$ cat src/rtl/seven_seg_scan_driver_pkg.sv
// Shared types and constants for the seven-segment scan driver.
package disp_pkg;

    localparam int N_DIGITS_DEF = 8;
    localparam logic [N_DIGITS_DEF-1:0] ANODES_OFF = '1;

    typedef enum logic {
        BLANK = 1'b0,
        ON    = 1'b1
    } scan_state_t;

    // Counter width for a modulus n, never narrower than one bit.
    function automatic int cnt_width(input int n);
        return (n > 1) ? $clog2(n) : 1;
    endfunction

endpackage

$ cat src/rtl/seven_seg_scan_driver_if.sv
// Display-side bus of the scan driver: value/load/enables in, scan outputs back.
interface seven_seg_scan_driver_if
    import disp_pkg::*;
#(
    parameter int N_DIGITS = N_DIGITS_DEF
) ();

    localparam int IDX_W = cnt_width(N_DIGITS);

    logic [4*N_DIGITS-1:0] value;
    logic                  load;
    logic [N_DIGITS-1:0]   digit_en;
    logic [3:0]            bcd_out;
    logic [N_DIGITS-1:0]   anodes;
    logic [IDX_W-1:0]      digit_idx;
    logic                  frame_done;

    modport master (
        output value, load, digit_en,
        input  bcd_out, anodes, digit_idx, frame_done
    );

    modport slave (
        input  value, load, digit_en,
        output bcd_out, anodes, digit_idx, frame_done
    );

endinterface

$ cat src/rtl/seven_seg_scan_driver_slot_timer.sv
// Free-running prescaler: counts 0..DIV-1 and flags the terminal count.
module slot_timer
    import disp_pkg::*;
#(
    parameter int DIV   = 4,
    parameter int CNT_W = cnt_width(DIV)
) (
    input  logic             clk,
    input  logic             rst_n,
    output logic [CNT_W-1:0] slot_cnt_o,
    output logic             slot_tick_o
);

    localparam logic [CNT_W-1:0] LAST = CNT_W'(DIV - 1);

    logic [CNT_W-1:0] cnt_q;
    logic [CNT_W-1:0] cnt_d;

    // Next count with wrap at the terminal value.
    always_comb begin
        if (cnt_q == LAST) begin
            cnt_d = {CNT_W{1'b0}};
        end else begin
            cnt_d = cnt_q + CNT_W'(1);
        end
    end

    // Counter register.
    always_ff @(posedge clk or negedge rst_n) begin
        if (!rst_n) begin
            cnt_q <= {CNT_W{1'b0}};
        end else begin
            cnt_q <= cnt_d;
        end
    end

    assign slot_cnt_o  = cnt_q;
    assign slot_tick_o = (cnt_q == LAST);

endmodule

$ cat src/rtl/seven_seg_scan_driver.sv
// Eight-digit seven-segment scanner with dead-time blanking and frame-aligned
// double buffering of the displayed value.
module seven_seg_scan_driver
    import disp_pkg::*;
#(
    parameter int N_DIGITS     = N_DIGITS_DEF,
    parameter int REFRESH_DIV  = 100000,
    parameter int BLANK_CYCLES = 1000
) (
    input  logic                   clk,
    input  logic                   rst_n,
    seven_seg_scan_driver_if.slave disp
);

    localparam int IDX_W = cnt_width(N_DIGITS);
    localparam int CNT_W = cnt_width(REFRESH_DIV);
    localparam int VAL_W = 4 * N_DIGITS;

    localparam logic [IDX_W-1:0]    LAST_DIGIT = IDX_W'(N_DIGITS - 1);
    localparam logic [CNT_W-1:0]    BLANK_LAST = CNT_W'((BLANK_CYCLES > 0) ? (BLANK_CYCLES - 1) : 0);
    localparam logic [N_DIGITS-1:0] ALL_OFF    = '1;

    logic [CNT_W-1:0]    slot_cnt_s;
    logic                slot_tick_s;
    logic                wrap_s;

    scan_state_t         state_q,      state_d;
    logic [IDX_W-1:0]    idx_q,        idx_d;
    logic [VAL_W-1:0]    pending_q,    pending_d;
    logic [VAL_W-1:0]    shadow_q,     shadow_d;
    logic [3:0]          bcd_q,        bcd_d;
    logic [N_DIGITS-1:0] anodes_q,     anodes_d;
    logic                frame_done_q, frame_done_d;

    slot_timer #(
        .DIV   (REFRESH_DIV),
        .CNT_W (CNT_W)
    ) u_slot_timer (
        .clk         (clk),
        .rst_n       (rst_n),
        .slot_cnt_o  (slot_cnt_s),
        .slot_tick_o (slot_tick_s)
    );

    // Next-state for digit counter, blanking FSM, buffers and outputs.
    always_comb begin
        wrap_s = slot_tick_s && (idx_q == LAST_DIGIT);

        if (slot_tick_s) begin
            if (idx_q == LAST_DIGIT) begin
                idx_d = {IDX_W{1'b0}};
            end else begin
                idx_d = idx_q + IDX_W'(1);
            end
        end else begin
            idx_d = idx_q;
        end

        if (BLANK_CYCLES == 0) begin
            state_d = ON;
        end else if (slot_tick_s) begin
            state_d = BLANK;
        end else if ((state_q == BLANK) && (slot_cnt_s == BLANK_LAST)) begin
            state_d = ON;
        end else begin
            state_d = state_q;
        end

        // A load landing on the wrap bypasses pending so it shows in this frame.
        pending_d = disp.load ? disp.value : pending_q;
        if (wrap_s) begin
            shadow_d = disp.load ? disp.value : pending_q;
        end else begin
            shadow_d = shadow_q;
        end

        bcd_d = shadow_d[{idx_d, 2'b00} +: 4];

        anodes_d = ALL_OFF;
        if (state_d == ON) begin
            anodes_d[idx_d] = ~disp.digit_en[idx_d];
        end else begin
            anodes_d = ALL_OFF;
        end

        frame_done_d = wrap_s;
    end

    // Scan FSM, buffers and registered outputs.
    always_ff @(posedge clk or negedge rst_n) begin
        if (!rst_n) begin
            state_q      <= BLANK;
            idx_q        <= {IDX_W{1'b0}};
            pending_q    <= {VAL_W{1'b0}};
            shadow_q     <= {VAL_W{1'b0}};
            bcd_q        <= 4'h0;
            anodes_q     <= ALL_OFF;
            frame_done_q <= 1'b0;
        end else begin
            state_q      <= state_d;
            idx_q        <= idx_d;
            pending_q    <= pending_d;
            shadow_q     <= shadow_d;
            bcd_q        <= bcd_d;
            anodes_q     <= anodes_d;
            frame_done_q <= frame_done_d;
        end
    end

    assign disp.bcd_out    = bcd_q;
    assign disp.anodes     = anodes_q;
    assign disp.digit_idx  = idx_q;
    assign disp.frame_done = frame_done_q;

endmodule

$ cat src/flat_wrapper.sv
// flat-port wrapper written by rule: the top's interface ports become plain ports
module seven_seg_scan_driver_flat import disp_pkg::*;
#(
    parameter int N_DIGITS     = N_DIGITS_DEF,
    parameter int REFRESH_DIV  = 100000,
    parameter int BLANK_CYCLES = 1000
)
  (clk, rst_n, disp_value, disp_load, disp_digit_en, disp_bcd_out, disp_anodes, disp_digit_idx, disp_frame_done);
  seven_seg_scan_driver_if #(.N_DIGITS(N_DIGITS)) disp_i ();
  input  logic clk;
  input  logic rst_n;
  input wire logic [$bits(disp_i.value)-1:0] disp_value;
  input wire logic [$bits(disp_i.load)-1:0] disp_load;
  input wire logic [$bits(disp_i.digit_en)-1:0] disp_digit_en;
  output wire logic [$bits(disp_i.bcd_out)-1:0] disp_bcd_out;
  output wire logic [$bits(disp_i.anodes)-1:0] disp_anodes;
  output wire logic [$bits(disp_i.digit_idx)-1:0] disp_digit_idx;
  output wire logic [$bits(disp_i.frame_done)-1:0] disp_frame_done;
  assign disp_i.value = disp_value;
  assign disp_i.load = disp_load;
  assign disp_i.digit_en = disp_digit_en;
  assign disp_bcd_out = disp_i.bcd_out;
  assign disp_anodes = disp_i.anodes;
  assign disp_digit_idx = disp_i.digit_idx;
  assign disp_frame_done = disp_i.frame_done;
  seven_seg_scan_driver #(.N_DIGITS(N_DIGITS), .REFRESH_DIV(REFRESH_DIV), .BLANK_CYCLES(BLANK_CYCLES)) u_core (.clk(clk), .rst_n(rst_n), .disp(disp_i));
endmodule
$ cat config.mk
export PLATFORM = sky130hd
export DESIGN_NAME = seven_seg_scan_driver_flat
export DESIGN_NICKNAME = d
export VERILOG_FILES = /design/src/rtl/seven_seg_scan_driver_pkg.sv /design/src/rtl/seven_seg_scan_driver_if.sv /design/src/rtl/seven_seg_scan_driver_slot_timer.sv /design/src/rtl/seven_seg_scan_driver.sv /design/src/flat_wrapper.sv
export SDC_FILE = /design/constraint.sdc
export NUM_CORES = 1
export LEC_CHECK = 0
export ABC_AREA = 1
export CORE_AREA = 2 2 101 103
export DETAILED_ROUTE_END_ITERATION = 10
export DIE_AREA = 0 0 103 105
export PLACE_DENSITY = 0.72
export SLEW_MARGIN = 20
export SYNTH_ARGS = -nofsm -noshare
export SYNTH_HDL_FRONTEND = slang
export SYNTH_SLANG_ARGS = --single-unit
$ cat constraint.sdc
create_clock -name clk -period 4.19 [get_ports clk]
set_input_delay 0.838 -clock clk [delete_from_list [all_inputs] [get_ports clk]]
set_output_delay 0.838 -clock clk [all_outputs]
set_load 0.05 [all_outputs]
======== Yosys cells after proc, flatten, opt, wreduce, memory -nomap -nowiden ========
Index checks and enable logic that the tools add are counted.
cells by class
  add/sub/neg operators ................... 2
  bitwise operators ....................... 4
  equal/unequal tests ..................... 3
  reductions and logical operators ........ 3
  shifts and indexed selects .............. 1
  magnitude comparators ................... 2
  mux-type cells .......................... 12
operator list
  kind                                                               count
  two-way mux 32 bit                                                 2
  indexed part select 32 x 6 -> 4 bit                                1
  adder 17 x 1 -> 17 bit, second input constant                      1
  == test 17 x 10 -> 1 bit, second input constant                    1
  == test 17 bit, second input constant                              1
  two-way mux 17 bit                                                 1
  two-way mux 8 bit                                                  1
  NOT 8 bit                                                          1
  bitwise OR 8 bit                                                   1
  two-way mux 3 bit                                                  2
  < comparator 3 x 4 -> 1 bit, second input constant                 1
  two-way mux 1 bit                                                  4
  adder 3 x 1 -> 3 bit, second input constant                        1
  binary-select mux 1 bit (select 3 bit)                             1
  demux 1 bit (select 3 bit)                                         1
  == test 3 bit, second input constant                               1
  greater-or-equal comparator 3 x 1 -> 1 bit, second input constant  1
  logical AND 1 bit                                                  3
  NOT 1 bit                                                          2
storage, ports and cells
  logic and storage cells ................. 35
  input port bits ......................... 43
  register bits after elaboration ......... 98

======== Depth between registers and ports, before layout ========
  depth after elaboration ................. 10
  gate-level depth with buffers ........... 14
  mapped depth without buffers ............ 13

======== By module ========
Synthesis repeated with hierarchy kept, for this count alone.
unflattened totals
  cell total of the unflattened synthesis .. 578
  area total of the unflattened synthesis .. 4549.4 sq um
modules (own cells, without submodules)
  module                 instances  cells each  area each (sq um)
  seven_seg_scan_driver  1          440         3570.9
  slot_timer             1          138         978.4

======== Worst setup path before layout ========
No wires, ideal clock.
  path kind ............................... register to register
  start point ............................. register u_core.idx_q[0], in the netlist u_core.disp.digit_idx[0]
  end point ............................... register u_core.anodes_q[0], in the netlist u_core.disp.anodes[0]
  data required time ...................... 4109 ps
  setup time .............................. 81 ps
  clock period less this slack ............ 2193 ps
  arrival ................................. 2112 ps
  stages on the path, launching flop included .. 13
  path slack .............................. 1997 ps
  cell sequence ........................... dfrtp_1 ha_1 ha_1 buf_2 inv_1 nand2_1 nand4_1 nand2_4 nor2_4 nand3_2 nand2_2 nor2_8 nand2_2
on the way
  word-level cells in the longest chain between the ends .. 10
  elaborated cells on any way between the ends .. 15
  those cells by class .................... 1 x add/sub; 2 x order compare; 1 x eq/ne; 7 x mux; 3 x bitwise; 1 x reduce/logical
RTL lines
  what                                                                                                             RTL line                                                  text
  start: declaration                                                                                               seven_seg_scan_driver.sv:28                               logic [IDX_W-1:0] idx_q, idx_d;
  start signal: assignment                                                                                         seven_seg_scan_driver.sv:93                               idx_q <= {IDX_W{1'b0}};
  start signal: assignment                                                                                         seven_seg_scan_driver.sv:101                              idx_q <= idx_d;
  adder 3 x 1 -> 3 bit or == test 3 bit (tied branches)                                                            seven_seg_scan_driver.sv:53, seven_seg_scan_driver.sv:50
  two-way mux 3 bit                                                                                                seven_seg_scan_driver.sv:50                               if (idx_q == LAST_DIGIT) begin
  two-way mux 3 bit (*)                                                                                            seven_seg_scan_driver.sv:49                               if (slot_tick_s) begin
  < comparator 3 x 4 -> 1 bit (not written as such) or greater-or-equal comparator 3 x 1 -> 1 bit (tied branches)  seven_seg_scan_driver.sv:81                               anodes_d[idx_d] = ~disp.digit_en[idx_d];
  logical AND 1 bit (not written as such)                                                                          seven_seg_scan_driver.sv:81
  two-way mux 1 bit (not written as such)                                                                          seven_seg_scan_driver.sv:81
  demux 1 bit (select 3 bit)                                                                                       -
  NOT 8 bit (no source line)                                                                                       -
  bitwise OR 8 bit (no source line) (*)                                                                            -
  two-way mux 8 bit (*)                                                                                            seven_seg_scan_driver.sv:80                               if (state_d == ON) begin
  named net u_core.anodes_d[0]                                                                                     seven_seg_scan_driver.sv:32                               logic [N_DIGITS-1:0] anodes_q, anodes_d;
  end signal: assignment                                                                                           seven_seg_scan_driver.sv:105                              anodes_q <= anodes_d;
  end: declaration                                                                                                 seven_seg_scan_driver.sv:32
The timed path passes the listed nets; every way through them passes the cells marked *. The select of a mux whose other input is x is not followed.

======== Worst setup path after layout ========
  start point ............................. register u_core.idx_q[0], in the netlist u_core.disp.digit_idx[0]
  end point ............................... register u_core.bcd_q[0], in the netlist u_core.disp.bcd_out[0]
on the way
  word-level cells in the longest chain between the ends .. 4
  elaborated cells on any way between the ends .. 7
  those cells by class .................... 1 x add/sub; 1 x eq/ne; 1 x shift; 3 x mux; 1 x reduce/logical
RTL lines
  what                                                     RTL line                                                                               text
  adder 3 x 1 -> 3 bit or == test 3 bit (tied branches)    seven_seg_scan_driver.sv:53, seven_seg_scan_driver.sv:47, seven_seg_scan_driver.sv:50
  two-way mux 3 bit or logical AND 1 bit (tied branches)   seven_seg_scan_driver.sv:50, seven_seg_scan_driver.sv:47
  two-way mux 3 bit or two-way mux 32 bit (tied branches)  seven_seg_scan_driver.sv:49, seven_seg_scan_driver.sv:71
  indexed part select 32 x 6 -> 4 bit (*)                  seven_seg_scan_driver.sv:77                                                            bcd_d = shadow_d[{idx_d, 2'b00} +: 4];
  named net u_core.bcd_d[0]                                seven_seg_scan_driver.sv:31                                                            logic [3:0] bcd_q, bcd_d;
  end signal: assignment                                   seven_seg_scan_driver.sv:96                                                            bcd_q <= 4'h0;
  end signal: assignment                                   seven_seg_scan_driver.sv:104                                                           bcd_q <= bcd_d;
  end: declaration                                         seven_seg_scan_driver.sv:31
The timed path passes the listed nets; every way through them passes the cells marked *.

==> results.json <==
{
  "grt-busiest-layer": "met1",
  "start_util_pct": 49.8,
  "pwr-share-clk_pct": 40.1,
  "pin_count": 59,
  "instances_no_fill": 768,
  "required_ps": 4460,
  "crit_path_end_kind": "register",
  "total_power_w": 0.00183,
  "cts.clk_slew.worst_paths_ps": 110,
  "firstDrtPassIters": 5,
  "antenna_found_initial": 0,
  "via_per_inst": 5.09,
  "max_stage_delay_ps": 760,
  "cts_tree": "yes",
  "regToRegEndpoint": "u_core.disp.bcd_out[0]$_DFF_PN0_",
  "layout_common_cells": "nand2_1 (188), dfrtp_1 (90), inv_1 (79), clkdlybuf4s50_1 (57), nand3_1 (44)",
  "final_common_cell": "nand2_1",
  "cts_max_level": 3,
  "die_h_um": 105,
  "p_leak_nw": 3.03,
  "fmax_mhz": 359,
  "rr_worst_depth": 9,
  "gp_congestion": 0.913,
  "clock_latency_ps": 380,
  "yosysUniqueCellTypes": 34,
  "use_met2_pct": 34.1,
  "hpwlAfterDp_um": 8080,
  "grt-ovfl-total": 0,
  "peakVddDrop_mv": 0.138,
  "vias": 3908,
  "clk_path_buf_depth": 2,
  "synth_area_leaders": "dfrtp_1 (47%), nand2_1 (15%), inv_1 (6.2%), nand3_1 (4.6%), dfstp_2 (4.4%)",
  "grt_usage_pct": 23.1,
  "cts-root-buf": "clkbuf_8",
  "numCtsBuffers": 9,
  "status": "finished clean",
  "core_sq_mm": 0.00964,
  "yosysTopAreaCell": "dfrtp_1",
  "place_inst": 752,
  "skew_ps": 19.0,
  "grt_use_met1_pct": 34.4,
  "setup_viol": 0,
  "slew_headroom_pct": 38.0,
  "fin_crit_sh_pct": 66.5,
  "slowest_stage": "ha_1",
  "path_class": "register to register",
  "cp_data_arrival_time_ps": 3060,
  "seq_area_frac_synth_pct": 51.3,
  "worst_pin_slew_ps": 930,
  "p_int_w": 0.00142,
  "grt_max_degree": 41,
  "clock-sinks": 98,
  "syn_avg_cell_area_sq_um": 8.36,
  "postCtsSetupRepairBufs": 0,
  "crit_fanout": 28,
  "timing.setup.tns_ps": 0,
  "met3_usage_pct": 3.61,
  "ctsHoldBuffers": 0,
  "grt_pass1_vias": 3858,
  "syn_to_final_growth_pct": 19.2,
  "fin_util_pct": 59.3,
  "grt_pass1_wl_um": 19200,
  "wire_per_inst_um": 15.0,
  "io_buffers": 58,
  "syn_inst": 574,
  "period_minus_slack_ps": 2790,
  "p_sw_share_pct": 22.2,
  "preCtsSetupSlack_ps": 1390,
  "powerDensity_mw_per_mm2": 320,
  "crit_chain": "ha_1, ha_1, nand4_4, o21ai_1, nand2_1, nand3_1, nand2_1, inv_1, nand2_1",
  "fin_nets": 676,
  "finalWirelength_um": 11500,
  "dieWidth_um": 103,
  "p_sw_w": 0.000407,
  "r2r_slack_ps": 1400,
  "finalHoldViolations": 0,
  "r2r_start": "u_core.disp.digit_idx[0]$_DFF_PN0_",
  "hp-class": "primary input to asynchronous set/reset pin",
  "drt_iter0_markers": 319,
  "drive_above_1_share_pct": 13.9,
  "ys_seq_elements": 98,
  "post_cts_resized": 0,
  "cp-start-kind": "register",
  "ant_nets": 0,
  "yosysWarnings": 0,
  "diodes": 0,
  "cp_common_cell": "nand2_1",
  "drc": 0,
  "synth_top_area_share_pct": 46.9,
  "drv_slew": 0,
  "die_area_sq_mm": 0.0108,
  "std_cell_rows": 36,
  "sequentialPowerShare_pct": 53.5,
  "worst_slack_ps": 1400,
  "pwr-share-comb_pct": 6.3,
  "synth_nets": 620,
  "rsz0062_at_grt": "no",
  "drv_cap": 0,
  "netlist_area_sq_mm": 0.00480
}
-- routing by layer --
layer	vias to the layer above	routed length (um)	part of all wire (%)
li1	1893	-	-
met3	19	745	6.5
met1	1842	5370	47
met5	-	0	0
met4	0	255	2.2
met2	154	5130	45
-- layout make-up --
class / count / area (sq um)
repair buffers: 62 / 608
flip-flops and latches: 98 / 2460
multi-input cells: 375 / 1920
clock buffers: 10 / 128
fillers: 895 / 3920
well taps: 133 / 166
clock inverters: 6 / 113
inverters: 84 / 323
-- worst max-delay path by stage --
stage | start | endpoint | slack, ps | cells after the start
after floorplan | u_core.disp.digit_idx[0]$_DFF_PN0_ | u_core.disp.anodes[0]$_DFF_PN1_ | 2000 | 12
after global placement | disp_load | u_core.disp.bcd_out[1]$_DFF_PN0_ | 1430 | 11
after detailed placement | disp_load | u_core.disp.bcd_out[3]$_DFF_PN0_ | 1390 | 11
after CTS | u_core.disp.digit_idx[0]$_DFF_PN0_ | u_core.disp.bcd_out[2]$_DFF_PN0_ | 1400 | 9
after global routing | u_core.disp.digit_idx[0]$_DFF_PN0_ | u_core.disp.bcd_out[1]$_DFF_PN0_ | 1160 | 9
final | u_core.disp.digit_idx[0]$_DFF_PN0_ | u_core.disp.bcd_out[0]$_DFF_PN0_ | 1400 | 9
-- registers in the layout, summed over array words and instances (netlist names) --
register	cells
u_core.pending_q	32
u_core.shadow_q	32
u_core.u_slot_timer.slot_cnt_o	17
u_core.disp.anodes	8
u_core.disp.bcd_out	4
u_core.disp.digit_idx	3
u_core.disp.frame_done	1
u_core.state_q	1
-- critical path, delay by kind of cell (launching register included) --
| family | cells | cell delay (ps) |
|---|---|---|
| simple gates | 5 | 780 |
| flops | 1 | 450 |
| compound gates | 1 | 430 |
| buf+inv | 1 | 50 |
| fa+ha+maj | 2 | 950 |
-- metrics by stage --
step	area [sq um]	hold slack, ps
detailed placement	5480	455
global route	5720	469
finish	5720	437
floorplan	4800	431
global placement	5480	449
CTS	5720	441
-- cells in the mapped netlist --
cell	instances
nand3b_1	1
ha_1	3
buf_2	3
clkbuf_1	10
nor2_2	2
nor2_1	28
clkinv_4	1
or2_2	6
nand2_4	3
o21ai_1	12
dfstp_2	8
nor2_8	3
nand2_1	188
buf_6	3
nand2_2	26
inv_4	1
nor3_4	2
a21oi_1	5
inv_1	79
buf_4	1
inv_2	3
o21ai_0	8
dfrtp_1	90
nand4_1	20
a31oi_1	1
nor3b_1	1
nor4_1	1
nor2_4	3
nor3_1	4
nand3_1	44
xor2_1	4
nand3_4	3
nand4_4	2
nand3_2	5
-- kinds of logic (layout without fill, tap and decap cells) --
logic type	after synthesis	count (layout)	share of synthesized area [%]
xor gates and xnor gates	4	4	0.730
AOI/OAI and AO/OA	26	26	2.74
and+or+nand+nor	342	342	35.7
adders and majority gates	3	3	0.782
DFF	98	98	51.3
buffers and inverters	101	162	8.68
-- power groups by stage --
stage	registers, W	clock network, W	logic, W
after floorplan	0.000996	0	0.0000423
final	0.000980	0.000734	0.000116
after CTS	0.000980	0.000746	0.000118
after global routing	0.000983	0.000788	0.000130
after global placement	0.000997	0	0.000115
after detailed placement	0.000998	0	0.000117
(Power assumes the default switching activity.)
==> RTL change 1 (config.mk and constraints unchanged) <==
`BLANK_CYCLES` is set to 1000 in 2 places; all go to 512.
--- a/src/rtl/seven_seg_scan_driver.sv
+++ b/src/rtl/seven_seg_scan_driver.sv
@@ -5,7 +5,7 @@
 #(
     parameter int N_DIGITS     = N_DIGITS_DEF,
     parameter int REFRESH_DIV  = 100000,
-    parameter int BLANK_CYCLES = 1000
+    parameter int BLANK_CYCLES = 512
 ) (
     input  logic                   clk,
     input  logic                   rst_n,
--- a/src/flat_wrapper.sv
+++ b/src/flat_wrapper.sv
@@ -3,7 +3,7 @@
 #(
     parameter int N_DIGITS     = N_DIGITS_DEF,
     parameter int REFRESH_DIV  = 100000,
-    parameter int BLANK_CYCLES = 1000
+    parameter int BLANK_CYCLES = 512
 )
   (clk, rst_n, disp_value, disp_load, disp_digit_en, disp_bcd_out, disp_anodes, disp_digit_idx, disp_frame_done);
   seven_seg_scan_driver_if #(.N_DIGITS(N_DIGITS)) disp_i ();
Check against the original RTL: no difference found for any inputs over 10 cycles, from zero or initial values and one cycle with rst_n low; that may be too few to reach the edited logic, so the function may still have changed.
==> RTL change 1 against the original RTL <==
Global-route usage fell by 3.1 points. Synthesized cell count decreased by 1.4%. Total power shrank 4.6%. Sequential cell count unchanged. First-iteration DRC count decreased by 25%. Wire length decreased by 12%. Worst hold slack gained 0.026 ns. Cell count fell by 1.0%. Setup slack worse by 0.14 ns. Final area decreased by 3.5%. Utilization decreased by 2.1 points. Area after synthesis is 3.3% lower. Via count fell by 6.9%. Largest cell class unchanged. Largest power group unchanged.
==> RTL change 1: results (changes against the original RTL) <==
The number of violations reported at the end of detailed-routing iteration 0 was 238 (-25%); the first-pass GRT wire length was 16940 µm (-12%). Instance area at placement: 5305 µm² (-3.2%). The run gives 89 (+120%) as the largest net degree at the start of global routing. Ranked by total cell area, the synthesized netlist is headed by sky130_fd_sc_hd__dfrtp_1 49%, sky130_fd_sc_hd__nand2_1 18%, sky130_fd_sc_hd__inv_1 5.7%, sky130_fd_sc_hd__dfstp_2 4.5%, sky130_fd_sc_hd__nand3_1 4.4%.

The delay of the slowest cell on the worst path is 0.52 ns (-0.24 ns), and the number of cells on the worst reg-to-reg path is 10 (+1). The synthesized netlist net count came out at 612 (-1.3%). The fraction of final layout cells with drive strength greater than 1 was 9.569% (-4.3 points); the worst-case vdd ir drop was 174.9 µV (+27%). For the clock tree skew after final layout, the log shows 0.01347 ns (-0.005501 ns). The source of the worst register-to-register timing path is u_core.u_slot_timer.slot_cnt_o[0]$_DFF_PN0_. The gate family responsible for the most delay along the worst path is buffers and inverters.

The power density over cell area came out at 316.3 nW/µm² (-1.1%). The logs give 33 (-2.9%) for the distinct cell type count of the synthesized netlist and 908 (+1.5%) for the number of fillers in the final layout. The run finished with clean final reports. The total routing resource utilization after global routing was 20.05% (-3.1 points); the via density per instance was 4.786 (-6.0%). The slowest stage of the critical path belongs to the cell sky130_fd_sc_hd__inv_1.

The sequential-to-total area share from yosys stat came out at 53.07% (+1.8 points). The weighted congestion reported at the end of routability-driven placement was 0.9144 (+0.20%); the reported leakage power was 0.002923 µW (-3.5%). The worst-case headroom to the max-slew limit was 33.55% (-4.5 points); the non-filler instance count after layout was 760 (-1.0%). For the number of nets in the final layout, the log shows 668 (-1.2%). The run gives 7025 µm (-13%) as the placed wire-length estimate.

Ranked by instance count, the synthesized netlist is headed by 227 x sky130_fd_sc_hd__nand2_1, 90 x sky130_fd_sc_hd__dfrtp_1, 71 x sky130_fd_sc_hd__inv_1. The synthesized area per cell is 8.197 µm² (-1.9%).
## RTL change 1: worst max-delay path by stage
stage	endpoint	slack [ns]	start
after floorplan	u_core.disp.anodes[0]$_DFF_PN1_	2.03	u_core.disp.digit_idx[0]$_DFF_PN0_
after global placement	u_core.disp.bcd_out[1]$_DFF_PN0_	0.97	disp_load
after detailed placement	u_core.disp.bcd_out[2]$_DFF_PN0_	0.90	disp_load
after CTS	u_core.disp.bcd_out[2]$_DFF_PN0_	1.27	disp_load
after global routing	u_core.disp.bcd_out[2]$_DFF_PN0_	1.01	disp_load
final	u_core.disp.bcd_out[2]$_DFF_PN0_	1.27	disp_load
## RTL change 1: layout make-up
type / instances / share of cell area (%)
inverters: 77 / 5.282
clock inverters: 5 / 1.428
clock buffers: 11 / 2.380
flip-flops and latches: 98 / 44.62
multi-input cells: 376 / 32.46
repair buffers: 60 / 10.81
well taps: 133 / 3.015
## RTL change 1: per-stage QoR
| step | hold slack (ns) | util, % |
|---|---|---|
| floorplan | 0.4322 | - |
| detailed placement | 0.4513 | 55.04 |
| global placement | 0.4481 | 55.04 |
| global route | 0.4921 | 57.26 |
| finish | 0.4624 | 57.26 |
| CTS | 0.4636 | 57.22 |
## RTL change 1: routing by layer
layer	GRT usage, %	part of all wire, %	vias to the layer above
met5	0	0	-
li1	-	-	1851
met2	29.45	45	85
met1	29.13	48	1683
met3	4.348	5.0	18
met4	7.143	2.1	0
## RTL change 1: logic make-up after synthesis
| kind of cell | after synthesis | share of synthesized area [%] |
|---|---|---|
| AOI/OAI and AO/OA | 23 | 2.616 |
| DFF | 98 | 53.07 |
| xor gates and xnor gates | 9 | 1.699 |
| buffers and inverters | 92 | 8.307 |
| and+or+nand+nor | 341 | 33.50 |
| adders and majority gates | 3 | 0.8091 |
==> RTL change 2 (config.mk and constraints unchanged) <==
Without the edit above. Make the reset (`rst_n`) synchronous in 2 clocked blocks.
--- a/src/rtl/seven_seg_scan_driver_slot_timer.sv
+++ b/src/rtl/seven_seg_scan_driver_slot_timer.sv
@@ -26,7 +26,7 @@
     end
 
     // Counter register.
-    always_ff @(posedge clk or negedge rst_n) begin
+    always_ff @(posedge clk) begin
         if (!rst_n) begin
             cnt_q <= {CNT_W{1'b0}};
         end else begin
--- a/src/rtl/seven_seg_scan_driver.sv
+++ b/src/rtl/seven_seg_scan_driver.sv
@@ -87,7 +87,7 @@
     end
 
     // Scan FSM, buffers and registered outputs.
-    always_ff @(posedge clk or negedge rst_n) begin
+    always_ff @(posedge clk) begin
         if (!rst_n) begin
             state_q      <= BLANK;
             idx_q        <= {IDX_W{1'b0}};
Check against the original RTL: same outputs for any inputs over 10 cycles, from zero or initial values and one cycle with rst_n low; that may be too few to reach the edited logic, so the function may still have changed.
==> RTL change 2 against the original RTL <==
Wire length is 20% lower. Sequential cell count unchanged. Clock power fell by 18%. Maximum frequency up 7.2%. Non-clock buffer count is 2 lower. Critical path depth up 3. Sequential power fell by 2.3%. Sequential share of layout area is 3.7 points lower. Final area down 13%. Total power decreased by 8.9%. Count of clock-buffer cells in the layout did not move. Area after synthesis down 14%. Setup slack improved by 0.19 ns. Critical endpoint is now u_core.disp.anodes[2]$_SDFF_PN1_.
==> RTL change 2: results (changes against the original RTL) <==
The run finished with clean final reports. For the first-pass GRT wire length, the log shows 15320 µm (-20%). For the post-placement setup slack, the log shows 1.523 ns (+0.1341 ns).

Part of the total power dissipated in sequential elements: 57.4% (+3.9 points). The gate family responsible for the most delay along the worst path is simple AND/OR/NAND/NOR gates. The clock slew at the register clock pins of the worst setup and hold paths was 0.09 ns (-0.02 ns); the area of combinational cells with multiple inputs was 1858 µm² (-3.2%). The proportion of cell area occupied by registers was 39.33% (-3.7 points); the fraction of final layout cells with drive strength greater than 1 was 5.835% (-8.0 points). The proportion of total power due to net switching is 24.74% (+2.5 points), and the post-route worst hold slack is 0.4531 ns (+0.01627 ns). The sequential-to-total area share from yosys stat was 47.36% (-4.0 points); the worst-case vdd ir drop was 177.5 µV (+29%).

The source of the worst register-to-register timing path was u_core.u_slot_timer.slot_cnt_o[0]$_SDFF_PP0_. The weighted congestion reported at the end of routability-driven placement is 0.8329 (-8.7%). Synthesized netlist net count: 609 (-1.8%). The tools report the instance area at placement as 4793 µm² (-13%). Fraction of area in clock buffers and inverters: 3.913% (-0.29 points).

The total met2 wirelength after detailed routing came out at 4242 µm (-17%). The run gives 23.14% (-11 points) as the routing usage on met1. The slowest stage cell on the critical path was sky130_fd_sc_hd__inv_2. Yosys attributes the largest share of cell area to sky130_fd_sc_hd__dfxtp_1 47%, sky130_fd_sc_hd__nand2_1 16%, sky130_fd_sc_hd__nor2_1 8.6%, sky130_fd_sc_hd__mux2i_1 7.7%, sky130_fd_sc_hd__inv_1 4.6%.

The layout overhead on the synthesized area is 20.42%, and the global-route track usage on met2 is 28.80% (-5.3 points). The met1 wire length was 4373 µm (-19%); the maximum fanout encountered on the critical timing path was 23 (-18%). The number of violations reported at the end of detailed-routing iteration 0 was 189 (-41%).

The layout buffering overhead excluding clock cells was 11.84% (+1.2 points). The slack of the worst reg-to-reg path is 1.59 ns (+0.19 ns). The number of non-clock inverters in the layout was 57 (-32%); the placed wire-length estimate was 6233 µm (-23%). The run gives 9175 µm (-20%) as the sum of routed wire length over all layers. The length of routed met3 wiring is 488 µm (-34%), and the via density per instance is 4.744 (-6.8%). The clock tree skew after final layout came out at 0.009301 ns (-0.009666 ns).
-- RTL change 2: changes by cell type in the layout (fill, tap and decap cells not counted), moves of 9 or more --
| cell | delta |
|---|---|
| sky130_fd_sc_hd__dfxtp_1 | +98 |
| sky130_fd_sc_hd__nor2_1 | +67 |
| sky130_fd_sc_hd__o21ai_1 | -12 |
| sky130_fd_sc_hd__inv_1 | -28 |
| sky130_fd_sc_hd__nand2_1 | -12 |
| sky130_fd_sc_hd__nand2_2 | -25 |
| sky130_fd_sc_hd__mux2i_1 | +32 |
| sky130_fd_sc_hd__nand3_1 | -9 |
| sky130_fd_sc_hd__dfrtp_1 | -90 |
| sky130_fd_sc_hd__nand4_1 | -11 |
-- RTL change 2: cell families (layout without fill, tap and decap cells) --
family,Yosys count,count (layout),share of synthesized area [%]
compound gates,18,18,2.477
xor+xnor,3,3,0.6344
fa+ha+maj,3,3,0.9062
buf+inv,79,133,7.792
flops,98,98,47.36
mux,32,32,7.732
simple gates,330,330,33.10
